--- config.mk ---
export PLATFORM = sky130hd
export DESIGN_NAME = instr_data_arbiter_flat
export DESIGN_NICKNAME = d
export VERILOG_FILES = /design/src/rtl/instr_data_arbiter_if.sv /design/src/rtl/instr_data_arbiter.sv /design/src/flat_wrapper.sv
export SDC_FILE = /design/constraint.sdc
export NUM_CORES = 1
export LEC_CHECK = 0
export CORE_AREA = 2 2 113 115
export DETAILED_ROUTE_END_ITERATION = 16
export DIE_AREA = 0 0 115 117
export PLACE_DENSITY = 0.67
export SKIP_CTS_REPAIR_TIMING = 1
export SLEW_MARGIN = 20
export SYNTH_ARGS = -nofsm -noshare
export SYNTH_HDL_FRONTEND = slang
export SYNTH_SLANG_ARGS = --single-unit
--- constraint.sdc ---
create_clock -name clk_i -period 4 [get_ports clk_i]
set_clock_uncertainty 0.2 [all_clocks]
set_input_delay 0.6 -clock clk_i [delete_from_list [all_inputs] [get_ports clk_i]]
set_output_delay 0.6 -clock clk_i [all_outputs]
set_load 0.01 [all_outputs]
--- src/rtl/instr_data_arbiter_if.sv ---
// instr_data_arbiter_if: instruction, data and RAM buses of the instruction/data arbiter
interface instr_data_arbiter_if;
  logic        instr_req_i;
  logic        instr_gnt_o;
  logic        instr_rvalid_o;
  logic        instr_err_o;
  logic [31:0] instr_addr_i;
  logic [31:0] instr_rdata_o;
  logic        data_req_i;
  logic        data_gnt_o;
  logic        data_rvalid_o;
  logic        data_err_o;
  logic        data_we_i;
  logic [3:0]  data_be_i;
  logic [31:0] data_addr_i;
  logic [31:0] data_wdata_i;
  logic [31:0] data_rdata_o;
  logic        mem_req_o;
  logic        mem_we_o;
  logic [3:0]  mem_be_o;
  logic [31:0] mem_addr_o;
  logic [31:0] mem_wdata_o;
  logic        mem_rvalid_i;
  logic [31:0] mem_rdata_i;
  logic [15:0] conflict_cnt_o;
  modport slave (
    input  instr_req_i, instr_addr_i, data_req_i, data_we_i, data_be_i, data_addr_i, data_wdata_i,
           mem_rvalid_i, mem_rdata_i,
    output instr_gnt_o, instr_rvalid_o, instr_err_o, instr_rdata_o,
           data_gnt_o, data_rvalid_o, data_err_o, data_rdata_o,
           mem_req_o, mem_we_o, mem_be_o, mem_addr_o, mem_wdata_o, conflict_cnt_o
  );
  modport master (
    output instr_req_i, instr_addr_i, data_req_i, data_we_i, data_be_i, data_addr_i, data_wdata_i,
           mem_rvalid_i, mem_rdata_i,
    input  instr_gnt_o, instr_rvalid_o, instr_err_o, instr_rdata_o,
           data_gnt_o, data_rvalid_o, data_err_o, data_rdata_o,
           mem_req_o, mem_we_o, mem_be_o, mem_addr_o, mem_wdata_o, conflict_cnt_o
  );
endinterface

--- src/rtl/instr_data_arbiter.sv ---
// instr_data_arbiter: round-robin sharing of one single-port RAM between instruction and data ports
module instr_data_arbiter #(
  parameter logic [31:0] MemBase = 32'h0000_0000,
  parameter logic [31:0] MemSize = 32'h0001_0000
) (
  input logic                 clk_i,
  input logic                 rst_i,
  instr_data_arbiter_if.slave bus
);
  logic        r_last_data;
  logic        r_resp_valid;
  logic        r_resp_data;
  logic        r_resp_err;
  logic [15:0] r_conflict_cnt;
  logic        w_both;
  logic        w_gnt_i;
  logic        w_gnt_d;
  logic        w_acc;
  logic        w_in_range;
  logic        w_rv;
  logic        w_rv_i;
  logic        w_rv_d;
  logic [31:0] w_addr;
  logic [31:0] w_offset;
  always_comb begin
    w_both     = bus.instr_req_i && bus.data_req_i;
    w_gnt_d    = !rst_i && bus.data_req_i && (!bus.instr_req_i || !r_last_data);
    w_gnt_i    = !rst_i && bus.instr_req_i && (!bus.data_req_i || r_last_data);
    w_acc      = w_gnt_i || w_gnt_d;
    w_addr     = w_gnt_d ? bus.data_addr_i : bus.instr_addr_i;
    // unsigned wrap makes one compare cover both range bounds
    w_offset   = w_addr - MemBase;
    w_in_range = w_offset < MemSize;
    w_rv       = !rst_i && r_resp_valid && (r_resp_err || bus.mem_rvalid_i);
    w_rv_i     = w_rv && !r_resp_data;
    w_rv_d     = w_rv && r_resp_data;
  end
  assign bus.instr_gnt_o    = w_gnt_i;
  assign bus.data_gnt_o     = w_gnt_d;
  assign bus.mem_req_o      = w_acc && w_in_range;
  assign bus.mem_we_o       = w_gnt_d && bus.data_we_i;
  assign bus.mem_be_o       = w_gnt_d ? bus.data_be_i : (w_gnt_i ? 4'hF : 4'h0);
  assign bus.mem_addr_o     = w_acc ? w_offset : 32'h0;
  assign bus.mem_wdata_o    = w_gnt_d ? bus.data_wdata_i : 32'h0;
  assign bus.instr_rvalid_o = w_rv_i;
  assign bus.instr_err_o    = w_rv_i && r_resp_err;
  assign bus.instr_rdata_o  = (w_rv_i && !r_resp_err) ? bus.mem_rdata_i : 32'h0;
  assign bus.data_rvalid_o  = w_rv_d;
  assign bus.data_err_o     = w_rv_d && r_resp_err;
  assign bus.data_rdata_o   = (w_rv_d && !r_resp_err) ? bus.mem_rdata_i : 32'h0;
  assign bus.conflict_cnt_o = r_conflict_cnt;
  always_ff @(posedge clk_i) begin
    if (rst_i) begin
      r_last_data    <= 1'b0;
      r_resp_valid   <= 1'b0;
      r_resp_data    <= 1'b0;
      r_resp_err     <= 1'b0;
      r_conflict_cnt <= 16'h0;
    end else begin
      if (w_acc) r_last_data <= w_gnt_d;
      r_resp_valid <= w_acc;
      r_resp_data  <= w_gnt_d;
      r_resp_err   <= !w_in_range;
      if (w_both && r_conflict_cnt != 16'hFFFF) r_conflict_cnt <= r_conflict_cnt + 16'd1;
    end
  end
endmodule

--- src/flat_wrapper.sv ---
// flat-port wrapper written by rule: the top's interface ports become plain ports
module instr_data_arbiter_flat 
#(
  parameter logic [31:0] MemBase = 32'h0000_0000,
  parameter logic [31:0] MemSize = 32'h0001_0000
)
  (clk_i, rst_i, bus_instr_req_i, bus_instr_addr_i, bus_data_req_i, bus_data_we_i, bus_data_be_i, bus_data_addr_i, bus_data_wdata_i, bus_mem_rvalid_i, bus_mem_rdata_i, bus_instr_gnt_o, bus_instr_rvalid_o, bus_instr_err_o, bus_instr_rdata_o, bus_data_gnt_o, bus_data_rvalid_o, bus_data_err_o, bus_data_rdata_o, bus_mem_req_o, bus_mem_we_o, bus_mem_be_o, bus_mem_addr_o, bus_mem_wdata_o, bus_conflict_cnt_o);
  instr_data_arbiter_if bus_i ();
  input logic clk_i;
  input logic rst_i;
  input wire logic [$bits(bus_i.instr_req_i)-1:0] bus_instr_req_i;
  input wire logic [$bits(bus_i.instr_addr_i)-1:0] bus_instr_addr_i;
  input wire logic [$bits(bus_i.data_req_i)-1:0] bus_data_req_i;
  input wire logic [$bits(bus_i.data_we_i)-1:0] bus_data_we_i;
  input wire logic [$bits(bus_i.data_be_i)-1:0] bus_data_be_i;
  input wire logic [$bits(bus_i.data_addr_i)-1:0] bus_data_addr_i;
  input wire logic [$bits(bus_i.data_wdata_i)-1:0] bus_data_wdata_i;
  input wire logic [$bits(bus_i.mem_rvalid_i)-1:0] bus_mem_rvalid_i;
  input wire logic [$bits(bus_i.mem_rdata_i)-1:0] bus_mem_rdata_i;
  output wire logic [$bits(bus_i.instr_gnt_o)-1:0] bus_instr_gnt_o;
  output wire logic [$bits(bus_i.instr_rvalid_o)-1:0] bus_instr_rvalid_o;
  output wire logic [$bits(bus_i.instr_err_o)-1:0] bus_instr_err_o;
  output wire logic [$bits(bus_i.instr_rdata_o)-1:0] bus_instr_rdata_o;
  output wire logic [$bits(bus_i.data_gnt_o)-1:0] bus_data_gnt_o;
  output wire logic [$bits(bus_i.data_rvalid_o)-1:0] bus_data_rvalid_o;
  output wire logic [$bits(bus_i.data_err_o)-1:0] bus_data_err_o;
  output wire logic [$bits(bus_i.data_rdata_o)-1:0] bus_data_rdata_o;
  output wire logic [$bits(bus_i.mem_req_o)-1:0] bus_mem_req_o;
  output wire logic [$bits(bus_i.mem_we_o)-1:0] bus_mem_we_o;
  output wire logic [$bits(bus_i.mem_be_o)-1:0] bus_mem_be_o;
  output wire logic [$bits(bus_i.mem_addr_o)-1:0] bus_mem_addr_o;
  output wire logic [$bits(bus_i.mem_wdata_o)-1:0] bus_mem_wdata_o;
  output wire logic [$bits(bus_i.conflict_cnt_o)-1:0] bus_conflict_cnt_o;
  assign bus_i.instr_req_i = bus_instr_req_i;
  assign bus_i.instr_addr_i = bus_instr_addr_i;
  assign bus_i.data_req_i = bus_data_req_i;
  assign bus_i.data_we_i = bus_data_we_i;
  assign bus_i.data_be_i = bus_data_be_i;
  assign bus_i.data_addr_i = bus_data_addr_i;
  assign bus_i.data_wdata_i = bus_data_wdata_i;
  assign bus_i.mem_rvalid_i = bus_mem_rvalid_i;
  assign bus_i.mem_rdata_i = bus_mem_rdata_i;
  assign bus_instr_gnt_o = bus_i.instr_gnt_o;
  assign bus_instr_rvalid_o = bus_i.instr_rvalid_o;
  assign bus_instr_err_o = bus_i.instr_err_o;
  assign bus_instr_rdata_o = bus_i.instr_rdata_o;
  assign bus_data_gnt_o = bus_i.data_gnt_o;
  assign bus_data_rvalid_o = bus_i.data_rvalid_o;
  assign bus_data_err_o = bus_i.data_err_o;
  assign bus_data_rdata_o = bus_i.data_rdata_o;
  assign bus_mem_req_o = bus_i.mem_req_o;
  assign bus_mem_we_o = bus_i.mem_we_o;
  assign bus_mem_be_o = bus_i.mem_be_o;
  assign bus_mem_addr_o = bus_i.mem_addr_o;
  assign bus_mem_wdata_o = bus_i.mem_wdata_o;
  assign bus_conflict_cnt_o = bus_i.conflict_cnt_o;
  instr_data_arbiter #(.MemBase(MemBase), .MemSize(MemSize)) u_core (.clk_i(clk_i), .rst_i(rst_i), .bus(bus_i));
endmodule
* After elaboration in Yosys (flattened, before gate mapping)
Cells that the tools add are included.
Word-level totals: register bits 20, latch bits 0, RAM bits 0, ROM bits 0, bits of input ports 138, output and inout port bits 156, logic and storage cells 42, memories kept 0
Cells by class: add/subtract/negate cells 1, multiply operators 0, divide/modulo/power cells 0, magnitude comparators 1, eq/ne operators 1, shift-type cells 0, muxes and demuxes 7, bitwise gates (word level) 0, reduce and logical (&&, ||, !) cells 27
Operators by type and width (number):
- 2-to-1 mux 32 bit | 5
- less-than comparator 32 x 17 -> 1 bit, second input constant | 1
- adder 16 x 1 -> 16 bit, second input constant | 1
- logical AND 1 bit | 16
- inequality test 16 bit, second input constant | 1
- 2-to-1 mux 4 bit | 2
- zero test 1 bit | 7
- logical OR 1 bit | 4

* Logic depth before layout (Yosys ltp)
word-level depth 6, depth in mapped cells 6, mapped depth without buffers 5

* Least setup slack after synthesis
OpenSTA, ideal clock, no wires.
kind in2out, start point in bus_instr_req_i, end point out bus_mem_addr_o[16], arrival 1.812 ns, required time 3.200 ns, slack 1.388 ns, cell stages on the path 6, path buffers 2, cells stage by stage a21oi_1 nand2_1 inv_1 buf_2 buf_1 a22o_1
Between the ends: longest elaborated chain between the ends 5, elaborated cells on any way between the ends 8, those cells by class 2 x mux; 6 x reduce/logical
RTL lines:
- start: declaration | RTL line flat_wrapper.sv:11 | input wire logic [$bits(bus_i.instr_req_i)-1:0] bus_instr_req_i;
- zero test 1 bit | RTL line instr_data_arbiter.sv:27 | w_gnt_d = !rst_i && bus.data_req_i && (!bus.instr_req_i || !r_last_data);
- logical OR 1 bit | RTL line instr_data_arbiter.sv:27
- logical AND 1 bit | RTL line instr_data_arbiter.sv:27
- 2-to-1 mux 32 bit or logical OR 1 bit (tied branches) | RTL line instr_data_arbiter.sv:30, instr_data_arbiter.sv:29
- 2-to-1 mux 32 bit (*) | RTL line instr_data_arbiter.sv:43 | assign bus.mem_addr_o = w_acc ? w_offset : 32'h0;
- end: declaration | RTL line flat_wrapper.sv:31 | output wire logic [$bits(bus_i.mem_addr_o)-1:0] bus_mem_addr_o;
Every way passes the cells marked *; elsewhere a longest branch is shown, timed or not.

* Worst setup path in the final report
start point in rst_i, end point out bus_instr_rdata_o[21]
Between the ends: longest elaborated chain between the ends 6
RTL lines:
- start: declaration | RTL line flat_wrapper.sv:10 | input logic rst_i;
- zero test 1 bit | RTL line instr_data_arbiter.sv:34 | w_rv = !rst_i && r_resp_valid && (r_resp_err || bus.mem_rvalid_i);
- logical AND 1 bit (2 in series) | RTL line instr_data_arbiter.sv:34
- logical AND 1 bit | RTL line instr_data_arbiter.sv:35 | w_rv_i = w_rv && !r_resp_data;
- logical AND 1 bit | RTL line instr_data_arbiter.sv:47 | assign bus.instr_rdata_o = (w_rv_i && !r_resp_err) ? bus.mem_rdata_i : 32'h0;
- 2-to-1 mux 32 bit | RTL line instr_data_arbiter.sv:47
- end: declaration | RTL line flat_wrapper.sv:23 | output wire logic [$bits(bus_i.instr_rdata_o)-1:0] bus_instr_rdata_o;
No other way between the ends.

==> results by group <==
Critical path
  – Worst-path fanout max: 32
  – Worst Path Class, Setup: in2out
  – Worst r2r src: u_core.bus.conflict_cnt_o[8]
  – Critical path launch point type: primary input
  – Worst r2r dst: u_core.bus.conflict_cnt_o[11]
  – R2R cell count: 4
  – Worst EP required: 3.20 ns
  – Arrival time at the worst endpoint: 2.59 ns
  – Reg2Reg Setup Slack: 1.82 ns
  – Worst setup EP type: primary output

Hold path
  – Hold Path Cell Cnt: 1
  – HP Start: u_core.r_last_data
  – Worst hold-check path type: reg2reg
  – Hold path endpoint: u_core.r_last_data

Power and ir drop
  – Cell Pwr Density: 152 nW/µm²
  – Sw Ratio: 0.260
  – Net load switching power: 0.208 mW
  – Max IR drop VDD: 106 µV
  – Gate power share: 0.455
  – Leak: 2.06 nW
  – Clock network fraction of design power: 0.287
  – P_int: 0.593 mW
  – Register share of total power: 0.258

Global route
  – Largest net degree at the start of global routing: 40
  – GRT overflow: 0
  – Vias in the first global route: 3030
  – Initial antenna violation count: 0
  – Total GRT Usage: 0.160
  – First-pass GRT wire length: approximately 17000 µm

Logic synthesis
  – Adder-Cell Fraction of Synth Area: 0.00606
  – Post-synthesis register bit count: 20
  – Synthesized instance count: roughly 280
  – Net Count, Synth: about 420
  – Number of flops mapped to enable cells by yosys: 0
  – Mux cell area share after synthesis: 0.00546
  – Sequential cell area fraction in the yosys report: 0.194
  – Post-Synth XOR/XNOR Area: 0.00424
  – Mapped Avg Cell Area: 7.26 µm²
  – Synth Warn #: 0
  – Post-synthesis async set-or-reset flop share: 0
  – Synth Area in Compound Gates: 0.243
  – Distinct cells, synth: 37
  – Simple logic cell fraction of the synthesized area: 0.487
  – Main combinational cell family by area after synthesis: simple AND/OR/NAND/NOR gates
  – Primary FF master, synth: dfxtp_1
  – Post-synthesis cell area: 2060 µm²

Floorplan
  – Die ar.: 13500 µm²
  – Core ar.: 12300 µm²
  – FP Rows: 41
  – Io pins: ~290
  – Die H: 117 µm
  – Initial Util: 0.168
  – Die W: 115 µm

Clocking
  – CTS H-tree lvls: 1
  – Clk buf depth: 2
  – Clk sink count: 20
  – Root Driver: clkbuf_16
  – Clock slew at reported path FFs: 0.06 ns
  – CTS tree: built
  – Clock buffer count from CTS: 3
  – Skew-Pair Late Insertion Delay: 0.26 ns

Finish
  – Commonest non-fill, non-tap cells in the layout: 293 x clkdlybuf4s50_1, 68 x and2_1, 35 x and3_1, 32 x a22o_1, 20 x dfxtp_1
  – Storage element area: 400 µm²
  – Layout Utilization: 0.427
  – Share of layout cells above drive strength 1: 0.0338
  – Nets: 702
  – Area of the multi-input gates: roughly 1600 µm²
  – Layout Cells excl Fill: between 700 and 800
  – Most common cell after layout, fill and taps aside: clkdlybuf4s50_1
  – Fillers: 1225
  – Layout Area Growth over Synthesis: 155%

Outcome
  – Outcome: complete, no violations

Place
  – I/O Buffers: between 200 and 300
  – Dpl ws: 0.556 ns
  – Placed insts: 708
  – Dpl hpwl: between 10000 and 15000 µm
  – Global placement routability congestion: between 0.8 and 0.9

STA
  – Final Slew Violations: 0
  – Max Clk Rate: between 0.2 and 0.3 GHz
  – Setup TNS: 0 ns
  – RSZ-0062 raised after global routing: false
  – Worst Slack Setup Final: 0.613 ns
  – Max transition margin: 0.496
  – Fin crit share: 0.847
  – Worst-Margin Slew: 0.746 ns
  – Minimum clock period: 3.39 ns
  – Final hold vios: 0
  – Setup violators final: 0

Job
  – # Max-Cap Violations: 0

Route
  – Vias: approximately 3200
  – Drt wl/cell: 16.8 µm
  – Antenna viol nets, final: 0
  – Drt first pass iters: 4
  – Drt initial violations: ~190
  – Vias per cell: around 4.6
  – Routed wire length: 12000 µm
  – DRC viols: 0
-- area by class of cell --
type	instances	area share
diodes	1	0.000476
clock buffers	4	0.0169
inverters	6	0.00428
multi-input cells	232	0.297
flip-flops and latches	20	0.0761
well taps	150	0.0357
repair buffers	300	0.570
-- per-stage QoR --
stage | total power [mW] | hold WS, ns | area [µm²]
CTS | 0.810 | 0.317 | 5250
finish | 0.801 | 0.309 | 5260
global route | 0.837 | 0.345 | 5260
detailed placement | 0.576 | 0.304 | 5160
floorplan | 0.311 | 0.254 | 2060
global placement | 0.574 | 0.290 | 5160
-- flip-flops by register name (all words and copies together) (netlist names) --
name,flops
u_core.bus.conflict_cnt_o,16
u_core.r_resp_err,1
u_core.r_last_data,1
u_core.r_resp_data,1
u_core.r_resp_valid,1
-- metal layers --
layer,wire length [µm],vias up,track usage
met5,0,-,0
met4,138,0,0.0313
met3,855,11,0.0402
met2,6300,129,0.289
met1,4680,1497,0.192
li1,-,1612,-
-- cells in the mapped netlist, types with 4 or more instances --
master	instances	area (µm²)
a21o_1	5	37.5
nor3_1	4	20.0
o21ai_0	5	25.0
a21oi_1	12	60.1
nand4_1	6	37.5
clkbuf_1	22	82.6
and2_1	68	425
a22o_1	32	280
dfxtp_1	20	400
or3_1	4	25.0
nor2_1	8	30.0
nand2_1	5	18.8
or4_1	6	45.0
nand3_1	5	25.0
inv_1	6	22.5
nor4_1	9	56.3
and4_1	4	35.0
and3_1	35	219
o31ai_1	6	45.0
-- logic make-up (layout without fill, tap and decap cells) --
group	count (synthesis)	after routing
simple gates	162	162
fa+ha+maj	1	1
xor+xnor	1	1
other cells	0	1
flops	20	20
mux	1	1
compound gates	67	67
buf+inv	32	310
-- worst max-delay path by stage --
| stage | from | endpoint | slack (ns) | cells past startpoint |
|---|---|---|---|---|
| 2_1_floorplan | bus_instr_req_i | bus_mem_addr_o[16] | 1.39 | 6 |
| 3_5_place_dp | bus_data_addr_i[19] | bus_mem_req_o | 0.56 | 6 |
| 5_1_grt | rst_i | bus_data_rdata_o[11] | 0.45 | 7 |
| 6_report | rst_i | bus_instr_rdata_o[21] | 0.61 | 7 |
| 3_3_place_gp | bus_data_addr_i[19] | bus_mem_req_o | 0.49 | 6 |
| 4_1_cts | bus_data_addr_i[19] | bus_mem_req_o | 0.55 | 6 |
-- critical path, cell delays in order --
cell and delay [ns]:
clkdlybuf4s50_1 0.46, inv_1 0.12, o211ai_1 0.20, nor3_2 0.17
buf_4 0.29, and2_1 0.17, clkdlybuf4s50_1 0.57
-- power by group through the flow --
stage          Clock, mW  Combinational [mW]  Sequential [mW]
2_1_floorplan          0               0.100            0.210
3_3_place_gp           0               0.363            0.211
3_5_place_dp           0               0.365            0.211
4_1_cts            0.236               0.367            0.207
5_1_grt            0.243               0.386            0.207
6_report           0.230               0.364            0.207
No activity file was read; power rests on OpenSTA's default activity.
